**config.mk**
```make
export PLATFORM = sky130hd
export DESIGN_NAME = dec_onehot_seq_flat
export DESIGN_NICKNAME = d
export VERILOG_FILES = /design/src/rtl/dec_onehot_seq_if.sv /design/src/rtl/dec_onehot_seq.sv /design/src/flat_wrapper.sv
export SDC_FILE = /design/constraint.sdc
export NUM_CORES = 1
export LEC_CHECK = 0
export BUFFER_PORTS_ARGS = -buffer_cell sky130_fd_sc_hd__buf_2
export CAP_MARGIN = 5
export CORE_UTILIZATION = 35
export DETAILED_ROUTE_END_ITERATION = 7
export PLACE_DENSITY = 0.67
export SLEW_MARGIN = 20
export SYNTH_ARGS = -nofsm -noshare
export SYNTH_HDL_FRONTEND = slang
export SYNTH_SLANG_ARGS = --single-unit
```
**constraint.sdc**
```tcl
create_clock -name clk -period 1.8 [get_ports clk]
set_input_delay 0.27 -clock clk [delete_from_list [all_inputs] [get_ports clk]]
set_output_delay 0.27 -clock clk [all_outputs]
set_load 0.01 [all_outputs]
```
**src/rtl/dec_onehot_seq_if.sv**
```systemverilog
// Bus bundle for dec_onehot_seq: control, select load port and strobe outputs.
// master = the block driving select/control, slave = the decoder itself.
interface dec_onehot_seq_if #(
    parameter int SEL_W   = 2,
    parameter int OUTS    = 4,
    parameter int DWELL_W = 8
);
    logic               en;
    logic               mode;
    logic               din_valid;
    logic [SEL_W-1:0]   din;
    logic               din_ready;
    logic [DWELL_W-1:0] dwell;
    logic [OUTS-1:0]    dout;
    logic [SEL_W-1:0]   dout_idx;
    logic               wrap;
    logic               err;

    modport master (
        output en, mode, din_valid, din, dwell,
        input  din_ready, dout, dout_idx, wrap, err
    );

    modport slave (
        input  en, mode, din_valid, din, dwell,
        output din_ready, dout, dout_idx, wrap, err
    );
endinterface

```
**src/rtl/dec_onehot_seq.sv**
```systemverilog
// dec_onehot_seq: registered binary-to-one-hot decoder with a valid/ready
// load port (direct mode) and a self-timed line scanner (scan mode).
// Optional macro DEC_HOLD_EN: when defined, dout/dout_idx hold their last
// value while the block is disabled; by default they clear to zero.
module dec_onehot_seq #(
    parameter int SEL_W   = 2,
    parameter int OUTS    = 4,
    parameter int DWELL_W = 8
) (
    input logic             clk,
    input logic             rst_n,
    dec_onehot_seq_if.slave bus
);
    localparam logic [1:0] IDLE   = 2'd0;
    localparam logic [1:0] DIRECT = 2'd1;
    localparam logic [1:0] SCAN   = 2'd2;

    localparam logic [OUTS-1:0]  ONE  = OUTS'(1);
    localparam logic [SEL_W-1:0] LAST = SEL_W'(OUTS - 1);

    logic [1:0]         state;
    logic [1:0]         state_nxt;
    logic [OUTS-1:0]    dout_r;
    logic [SEL_W-1:0]   idx_r;
    logic [DWELL_W-1:0] cnt;
    logic               wrap_r;
    logic               err_r;
    logic               in_range;

    // Extra MSB so OUTS == 2**SEL_W still compares correctly.
    assign in_range = ({1'b0, bus.din} < (SEL_W + 1)'(OUTS));

    // Next state follows en/mode directly; it also selects this edge's action.
    always_comb begin
        state_nxt = IDLE;
        if (bus.en) state_nxt = bus.mode ? SCAN : DIRECT;
    end

    // Loads are only accepted in direct mode, so ready mirrors that condition.
    assign bus.din_ready = bus.en & ~bus.mode;

    // Main state, strobe, dwell counter and pulse registers.
    always_ff @(posedge clk) begin
        if (!rst_n) begin
            state  <= IDLE;
            dout_r <= '0;
            idx_r  <= '0;
            cnt    <= '0;
            wrap_r <= 1'b0;
            err_r  <= 1'b0;
        end else begin
            state  <= state_nxt;
            wrap_r <= 1'b0;
            err_r  <= 1'b0;
            case (state_nxt)
                DIRECT: begin
                    cnt <= '0;
                    // state_nxt == DIRECT implies din_ready, so valid alone is a transfer
                    if (bus.din_valid) begin
                        idx_r <= bus.din;
                        if (in_range) begin
                            dout_r <= ONE << bus.din;
                        end else begin
                            dout_r <= '0;
                            err_r  <= 1'b1;
                        end
                    end
                end
                SCAN: begin
                    if (state != SCAN) begin
                        // fresh entry always restarts at line 0 without a wrap pulse
                        dout_r <= ONE;
                        idx_r  <= '0;
                        cnt    <= '0;
                    end else if (cnt >= bus.dwell) begin
                        // dwell is compared live, so lowering it ends the line early
                        cnt <= '0;
                        if (idx_r == LAST) begin
                            dout_r <= ONE;
                            idx_r  <= '0;
                            wrap_r <= 1'b1;
                        end else begin
                            dout_r <= dout_r << 1;
                            idx_r  <= idx_r + SEL_W'(1);
                        end
                    end else begin
                        cnt <= cnt + DWELL_W'(1);
                    end
                end
                default: begin
                    cnt <= '0;
`ifdef DEC_HOLD_EN
                    // legacy enable-decoder behaviour: strobe holds while disabled
`else
                    dout_r <= '0;
                    idx_r  <= '0;
`endif
                end
            endcase
        end
    end

    assign bus.dout     = dout_r;
    assign bus.dout_idx = idx_r;
    assign bus.wrap     = wrap_r;
    assign bus.err      = err_r;
endmodule
```
**src/flat_wrapper.sv**
```systemverilog
// flat-port wrapper written by rule: the top's interface ports become plain ports
module dec_onehot_seq_flat 
#(
    parameter int SEL_W   = 2,
    parameter int OUTS    = 4,
    parameter int DWELL_W = 8
)
  (clk, rst_n, bus_en, bus_mode, bus_din_valid, bus_din, bus_dwell, bus_din_ready, bus_dout, bus_dout_idx, bus_wrap, bus_err);
  dec_onehot_seq_if #(.SEL_W(SEL_W), .OUTS(OUTS), .DWELL_W(DWELL_W)) bus_i ();
  input logic clk;
  input logic rst_n;
  input wire logic [$bits(bus_i.en)-1:0] bus_en;
  input wire logic [$bits(bus_i.mode)-1:0] bus_mode;
  input wire logic [$bits(bus_i.din_valid)-1:0] bus_din_valid;
  input wire logic [$bits(bus_i.din)-1:0] bus_din;
  input wire logic [$bits(bus_i.dwell)-1:0] bus_dwell;
  output wire logic [$bits(bus_i.din_ready)-1:0] bus_din_ready;
  output wire logic [$bits(bus_i.dout)-1:0] bus_dout;
  output wire logic [$bits(bus_i.dout_idx)-1:0] bus_dout_idx;
  output wire logic [$bits(bus_i.wrap)-1:0] bus_wrap;
  output wire logic [$bits(bus_i.err)-1:0] bus_err;
  assign bus_i.en = bus_en;
  assign bus_i.mode = bus_mode;
  assign bus_i.din_valid = bus_din_valid;
  assign bus_i.din = bus_din;
  assign bus_i.dwell = bus_dwell;
  assign bus_din_ready = bus_i.din_ready;
  assign bus_dout = bus_i.dout;
  assign bus_dout_idx = bus_i.dout_idx;
  assign bus_wrap = bus_i.wrap;
  assign bus_err = bus_i.err;
  dec_onehot_seq #(.SEL_W(SEL_W), .OUTS(OUTS), .DWELL_W(DWELL_W)) u_core (.clk(clk), .rst_n(rst_n), .bus(bus_i));
endmodule
```
Word-level counts from Yosys, hierarchy flattened. Cells that the tools add are included.

Output and inout bits: 9. Register bits after elaboration: 17. Word-level logic and storage cells: 36.

Bitwise operators: 5. Equality and inequality tests: 6. Add/subtract/negate cells: 2. $lt $le $gt $ge: 1. Multiplexer cells: 13. Shifts and indexed selects: 1. Reduce and logical (&&, ||, !) cells: 3.

Operator list (number): two-way mux 4 bit (4); two-way mux 2 bit (6); adder 8 x 1 -> 8 bit (second input constant) (1); greater-or-equal comparator 8 bit (1); one-hot mux 4 bit (2 select lines) (1); OR reduction 4 bit (2); == test 2 bit (second input constant) (2); != test 2 bit (second input constant) (2); NOT 1 bit (4); one-hot mux 2 bit (2 select lines) (1); << shifter 1 x 2 -> 4 bit (first input constant) (1); != test 3 x 1 -> 1 bit (second input constant) (1); adder 2 x 1 -> 2 bit (second input constant) (1); == test 2 x 1 -> 1 bit (second input constant) (1); AND reduction 2 bit (1); bitwise AND 1 bit (1); two-way mux 1 bit (1).

Longest topological paths before layout. Gate-level depths: netlist (run 1).

Depth in word-level cells: 5. Gate-level depth with buffers: 7. Mapped depth without buffers: 7.

Worst setup path after synthesis (run 1). Ideal clock, no wire load.

Kind: register -> register. Start: reg u_core.cnt[0]. End: reg u_core.dout_r[0] (netlist: u_core.bus.dout[0]). Stages on the path, launching flop included: 8. Period minus slack after synthesis: 1.608 ns. Data required time: 1.728 ns. Arrival time: 1.536 ns. Slack: 0.192 ns. Setup time: 0.072 ns. Cell sequence: dfxtp_1 > inv_1 > ha_1 > nor2b_1 > o21ai_0 > o211a_1 > a2bb2oi_2 > mux2i_1.

Cells in the longest elaborated chain, start to end: 3.

RTL lines: from (decl) (line dec_onehot_seq.sv:25) `logic [DWELL_W-1:0] cnt;`; from (signal assigned) (line dec_onehot_seq.sv:87) `cnt <= cnt + DWELL_W'(1);`; greater-or-equal comparator 8 bit (line dec_onehot_seq.sv:75) `end else if (cnt >= bus.dwell) begin`; != test 3 x 1 -> 1 bit (no source line); AND reduction 2 bit (no source line); to (signal assigned) (line dec_onehot_seq.sv:62) `dout_r <= ONE << bus.din;`; to (signal assigned) (line dec_onehot_seq.sv:83) `dout_r <= dout_r << 1;`; to (decl) (line dec_onehot_seq.sv:23) `logic [OUTS-1:0] dout_r;`.

No other way between the ends. A chain may end at the register's enable or synchronous reset.

Worst setup path after layout (run 1).
Start: reg u_core.cnt[1]. End: reg u_core.idx_r[0] (netlist: u_core.bus.dout_idx[0]).

Cells in the longest elaborated chain, start to end: 3.

RTL lines: greater-or-equal comparator 8 bit (line dec_onehot_seq.sv:75); != test 3 x 1 -> 1 bit (no source line); AND reduction 2 bit (no source line); to (signal assigned) (line dec_onehot_seq.sv:60) `idx_r <= bus.din;`; to (signal assigned) (line dec_onehot_seq.sv:84) `idx_r <= idx_r + SEL_W'(1);`; to (decl) (line dec_onehot_seq.sv:24) `logic [SEL_W-1:0] idx_r;`.

No other way between the ends.

==> results of run 1 <==
-- worst min path at each step --
stage                                         start                         endpoint  slack (ps)  cells past startpoint
global route                                 bus_en       u_core.state[1]$_SDFF_PN0_         260                      2
detailed placement  u_core.bus.dout[0]$_SDFFE_PN0P_  u_core.bus.dout[0]$_SDFFE_PN0P_         480                      2
finish                                       bus_en       u_core.state[1]$_SDFF_PN0_         270                      2
CTS                                          bus_en       u_core.state[1]$_SDFF_PN0_         250                      2
floorplan                                    bus_en  u_core.bus.dout[0]$_SDFFE_PN0P_         420                      2
global placement    u_core.bus.dout[0]$_SDFFE_PN0P_  u_core.bus.dout[0]$_SDFFE_PN0P_         460                      2
-- placed cells by master, fill, tap and decap left out, types with 2 or more instances in the layout --
master,count
buf_2,22
dfxtp_1,15
inv_1,11
ha_1,10
nor2_1,9
nand3_1,7
nand2_1,6
xor2_1,5
o221a_1,5
o21ai_0,4
and3_1,4
nand2_2,3
clkbuf_4,3
buf_4,3
nor2b_1,2
a21o_1,2
and3_2,2
a22o_2,2
o31ai_1,2
dfxtp_2,2
-- power groups by stage --
stage          Clock (mW)  Sequential (mW)  Combinational, mW
6_report            0.206            0.390             0.0875
3_5_place_dp            0            0.399             0.0845
5_1_grt             0.235            0.391             0.0986
4_1_cts             0.221            0.390             0.0849
3_3_place_gp            0            0.399             0.0826
2_1_floorplan           0            0.401             0.0516
-- cell families after synthesis --
family,after synthesis
other cells,1
buf+inv,14
xor+xnor,6
flops,17
simple gates,40
compound gates,22
fa+ha+maj,10
mux,1
-- through the flow --
step | std cells | power [mW] | utilization, % | hold WS [ps]
3_3_place_gp | 163 | 0.481 | 44.1 | 460
6_report | 167 | 0.683 | 46.4 | 268
4_1_cts | 167 | 0.697 | 45.1 | 250
5_1_grt | 167 | 0.725 | 46.4 | 263
3_5_place_dp | 163 | 0.483 | 44.1 | 481
2_1_floorplan | 111 | 0.452 | - | 424
-- cells in the mapped netlist --
cell	count
a21o_1	2
a21oi_1	2
a22o_1	1
a22o_2	2
a2bb2oi_2	1
and2_1	1
and3_1	4
and3_2	2
buf_4	3
conb_1	1
dfxtp_1	17
ha_1	10
inv_1	11
mux2i_1	1
nand2_1	7
nand2_2	2
nand3_1	7
nor2_1	10
nor2b_1	2
nor3_1	1
nor3b_1	1
nor3b_4	1
nor4_1	1
o211a_1	1
o211ai_1	1
o21ai_0	5
o221a_1	5
o31ai_1	2
or3b_1	1
xnor2_1	1
xor2_1	5
-- cell type report --
type                       instances  area (µm²)
tap                               30        37.5
fill                             255        1390
clock buffer                       4        26.3
multi-input combinational         80         622
timing repair buffer              25         133
inverter                          11        41.3
sequential                        17         343
-- flip-flops by register name, summed over array words and instances, names as in the netlist --
name	count
u_core.bus.wrap	1
u_core.state	2
u_core.bus.dout	4
u_core.cnt	8
u_core.bus.dout_idx	2
-- what timing repair did --
item,CTS,global route
gates resized for setup,0,9
hold buffers,0,0
endpoints found under the setup margin,0,13
-- critical path, cell delays in order (launching register included) --
cell	delay (ps)
dfxtp_2	350
ha_1	190
nor4_2	280
o21ai_1	130
o211a_1	190
a2bb2oi_4	190
o221a_1	270
-- per-layer routing --
| layer | track usage [%] | up-vias |
|---|---|---|
| met2 | 25.0 | 16 |
| li1 | - | 441 |
| met3 | 4.22 | 0 |
| met5 | 0 | - |
| met1 | 13.9 | 382 |
| met4 | 4.29 | 0 |
==> impl_metrics.py, run 1 <==
metrics = {
    "clock_tree": {
        "cts_buffer_depth": 2,
        "cts_made_buffers": 3,
        "cts.sinks": 17,
        "htreeDepth": 1,
        "cts_tree": "done",
        "clock-root-buffer": "clkbuf_4",
        "clkTransAtPathRegs_ps": 100,
        "clk_latency_ps": 290,
        "post_cts_buffers": 0,
    },
    "power": {
        "sw_frac_of_total_pct": 25.1,
        "combPwrFrac_pct": 12.8,
        "p_per_area_nw_per_um2": 568,
        "power_frac_seq_pct": 57.0,
        "irDropWorstVdd_mv": 0.563,
        "leakage_nw": 0.609,
        "intPower_mw": 0.512,
        "p_sw_mw": 0.172,
        "clkPwrFrac_pct": 30.2,
    },
    "logic_synthesis": {
        "yosysTopAreaCellShare_pct": 34.2,
        "synth_nets": 136,
        "yosys.cell_types.count": 31,
        "ys_ff_latch": 17,
        "avgSynthCellArea_um2": 8.96,
        "ys_seq_area_share_pct": 34.2,
        "synth_area_leaders": "dfxtp_1 34%, ha_1 13%, o221a_1 5.7%, xor2_1 4.4%, inv_1 4.2%",
        "syn_inst": 111,
        "synth_top_family_by_area": "simple AND/OR/NAND/NOR gates",
        "synthMuxAreaShare_pct": 1.01,
        "synth_area_um2": 995,
        "synth-compound-area-share_pct": 18.4,
        "yosysWarnings": 0,
        "yosysTopAreaCell": "dfxtp_1",
        "synth-simple-area-share_pct": 21.8,
        "synth_fa_ha_area_share_pct": 12.6,
        "yosys.area_share.xor_xnor_pct": 5.28,
    },
    "grt": {
        "grt_first_pass_wirelength_um": 3210,
        "track_usage_pct": 13.3,
        "grt_max_degree": 12,
        "first_global_vias": 782,
        "antenna_found_initial": 0,
        "grt_overflow_total": 0,
    },
    "routing": {
        "num_vias": 839,
        "dr_wl_met3_um": 89,
        "wire_per_inst_um": 11.7,
        "drc_errors": 0,
        "first_iter_violations": 18,
        "dr_wl_met2_um": 1040,
        "met1_length_um": 830,
        "ant_nets": 0,
        "vias_per_cell": 5.02,
        "first_pass_iters": 4,
        "routed_wl_um": 1960,
        "top_layer": "met3",
    },
    "timing": {
        "slew_viol_final": 0,
        "max_slew_margin_pct": 60.0,
        "final.setup.worst_slack_ps": 101,
        "timing.fmax_mhz": 589,
        "min_period_ps": 1700,
        "timing.final.crit_share_pct": 94.4,
        "tightest_slew_ps": 598,
        "setup_violations": 0,
        "skew_ps": 3.06,
        "hold_viol_final": 0,
        "fin_setup_tns_ps": 0,
    },
    "die": {
        "boundaryPins": 24,
        "fp.coreArea_um2": 2590,
        "die_w_um": 55.3,
        "die_area_um2": 3060,
        "initial_core_util_pct": 38.4,
        "die_h_um": 55.3,
        "rows": 18,
    },
    "setup_path": {
        "r2r-end": "u_core.bus.dout_idx[0]$_SDFFE_PN0P_",
        "endpoint_kind": "register",
        "cp-start-kind": "register",
        "cp.arrival_ps": 1890,
        "r2r_cells": 6,
        "crit_type": "register to register",
        "critPathLaunch": "u_core.cnt[1]$_SDFF_PP0_",
        "setup.worst_path.end": "u_core.bus.dout_idx[0]$_SDFFE_PN0P_",
        "path_max_fanout": 6,
        "critPathRequiredTime_ps": 1990,
        "r2r_start": "u_core.cnt[1]$_SDFF_PP0_",
        "r2r_setup_slack_ps": 100,
    },
    "placed_design": {
        "hpwl_um": 1560,
        "port_buffers": 22,
        "placed_area_um2": 1140,
        "gp_congestion": 0.739,
        "pre_cts_ws_ps": 4.83,
    },
    "job": {
        "cap_violations": 0,
    },
    "layout": {
        "area_growth_pct": 20.9,
        "diodes": 0,
        "drive_gt1_share_pct": 31.4,
        "layout.nets": 163,
        "final_area_um2": 1200,
    },
    "worst_hold_path": {
        "hp-class": "primary input to register",
    },
    "run_status": {
        "outcome": "complete, no violations",
    },
}
Note: power is estimated with default switching activity, not from simulation.
==> inputs of run 2 (changes only) <==
- ABC_CLOCK_PERIOD_IN_PS: unset -> 1800
- BUFFER_PORTS_ARGS: -buffer_cell sky130_fd_sc_hd__buf_2 -> -buffer_cell sky130_fd_sc_hd__buf_4
==> impl_metrics.py, run 2 (synthesis results as in run 1) <==
metrics = {
    "grt": {
        "grt_overflow_total": 0,
        "track_usage_pct": 14.8,
        "grt_first_pass_wirelength_um": 3660,
        "first_global_vias": 866,
        "grt_max_degree": 12,
        "antenna_found_initial": 0,
    },
    "layout": {
        "diodes": 0,
        "layout_commonest_cell": "buf_4",
        "top_register": "u_core.cnt",
        "drive_gt1_share_pct": 28.5,
        "layout.nets": 163,
        "final_cell_mix": "25 x buf_4, 16 x dfxtp_1, 11 x inv_1, 10 x nor2_1, 10 x ha_1",
        "area_growth_pct": 25.3,
        "largest_reg_flops": 8,
    },
    "power": {
        "power_frac_seq_pct": 56.0,
        "combPwrFrac_pct": 14.3,
        "intPower_mw": 0.524,
        "p_per_area_nw_per_um2": 559,
        "p_sw_mw": 0.173,
        "clkPwrFrac_pct": 29.6,
        "leakage_nw": 0.622,
        "sw_frac_of_total_pct": 24.8,
        "irDropWorstVdd_mv": 0.499,
    },
    "setup_path": {
        "crit_type": "register to register",
        "cp.arrival_ps": 1910,
        "critPathLaunch": "u_core.cnt[2]$_SDFF_PP0_",
        "path_cells": "ha_1 > nor3_1 > nor2_1 > o211a_1 > a2bb2oi_4 > o221a_1",
        "endpoint_kind": "register",
        "critPathRequiredTime_ps": 1990,
        "cp-start-kind": "register",
        "r2r_start": "u_core.cnt[2]$_SDFF_PP0_",
        "r2r_cells": 6,
        "slowest_delay_ps": 320,
        "crit_slowest_cell": "dfxtp_1",
        "path_max_fanout": 6,
        "r2r_setup_slack_ps": 80,
    },
    "timing": {
        "timing.fmax_mhz": 582,
        "hold_viol_final": 0,
        "skew_ps": 0.706,
        "rsz0062_at_grt": "no",
        "setup_violations": 0,
        "slew_viol_final": 0,
        "min_period_ps": 1720,
        "timing.final.crit_share_pct": 95.5,
        "tightest_slew_ps": 615,
        "holdWs_ps": 252,
        "max_slew_margin_pct": 58.9,
        "final.setup.worst_slack_ps": 80.5,
    },
    "clock_tree": {
        "cts_made_buffers": 3,
        "post_cts_buffers": 0,
        "cts_tree": "done",
        "cts_buffer_depth": 2,
        "clkTransAtPathRegs_ps": 100,
        "clock-root-buffer": "clkbuf_4",
        "htreeDepth": 1,
        "cts.sinks": 17,
        "clk_latency_ps": 290,
    },
    "die": {
        "die_w_um": 55.3,
        "rows": 18,
        "die_h_um": 55.3,
        "initial_core_util_pct": 38.4,
        "boundaryPins": 24,
        "fp.coreArea_um2": 2590,
        "die_area_um2": 3060,
    },
    "job": {
        "cap_violations": 0,
    },
    "worst_hold_path": {
        "worstHoldPathCells": 2,
        "hp-class": "primary input to register",
        "min_from": "bus_en",
    },
    "routing": {
        "ant_nets": 0,
        "routed_wl_um": 2040,
        "vias_per_cell": 5.16,
        "first_pass_iters": 4,
        "drc_errors": 0,
        "num_vias": 861,
        "wire_per_inst_um": 12.2,
        "first_iter_violations": 12,
    },
    "placed_design": {
        "gp_congestion": 0.770,
        "hpwl_um": 1610,
        "port_buffers": 22,
        "pre_cts_ws_ps": -7.03,
    },
    "run_status": {
        "outcome": "complete, no violations",
    },
}
==> run 2: cell counts in the layout (fill, tap and decap cells not counted) <==
No cell type changed its count.
==> run 2: routing by layer <==
| layer | GRT usage [%] | part of all wire (%) | up-vias |
|---|---|---|---|
| met5 | 0 | 0 | - |
| met4 | 3.21 | 0 | 0 |
| met3 | 5.15 | 3.9 | 0 |
| met2 | 27.0 | 52 | 18 |
| met1 | 16.4 | 44 | 403 |
| li1 | - | - | 440 |
==> run 2: repair_timing <==
action / in CTS / in global routing
hold buffers: 0 / 0
setup endpoints to repair: 0 / 13
resized for setup: 0 / 5
==> run 2: critical path: cells and delay by family (launching register included) <==
family / cells / cell delay [ps]
flops: 1 / 320
compound gates: 3 / 720
fa+ha+maj: 1 / 280
simple gates: 2 / 300
==> run 2: path summary, 6_finish.rpt <==
path                                               to
setup / recovery  u_core.bus.dout_idx[1]$_SDFFE_PN0P_
setup reg to reg  u_core.bus.dout_idx[1]$_SDFFE_PN0P_
hold / removal             u_core.state[1]$_SDFF_PN0_
hold reg to reg       u_core.bus.dout[0]$_SDFFE_PN0P_
==> run 2: power by group through the flow <==
| stage | sequential [mW] | combinational, mW | clock [mW] |
|---|---|---|---|
| finish | 0.390 | 0.0999 | 0.206 |
| detailed placement | 0.399 | 0.0975 | 0 |
| floorplan | 0.401 | 0.0516 | 0 |
| global placement | 0.399 | 0.0951 | 0 |
| global route | 0.392 | 0.113 | 0.235 |
| CTS | 0.390 | 0.0980 | 0.214 |
==> run 2: layout make-up <==
cell class	count	area [µm²]
Clock buffer	4	26.3
Fill cell	259	1340
Inverter	11	41.3
Multi-Input combinational cell	80	612
Sequential cell	17	342
Tap cell	30	37.5
Timing Repair Buffer	25	188
==> run 2: through the flow <==
step | setup TNS, ps | area, µm² | total power [mW] | std cells | util, %
4_1_cts | 0 | 1220 | 0.702 | 167 | 47.2
3_5_place_dp | -10.1 | 1200 | 0.497 | 163 | 46.2
2_1_floorplan | 0 | 995 | 0.452 | 111 | -
6_report | 0 | 1250 | 0.696 | 167 | 48.1
5_1_grt | 0 | 1250 | 0.740 | 167 | 48.1
3_3_place_gp | 0 | 1200 | 0.494 | 163 | 46.2
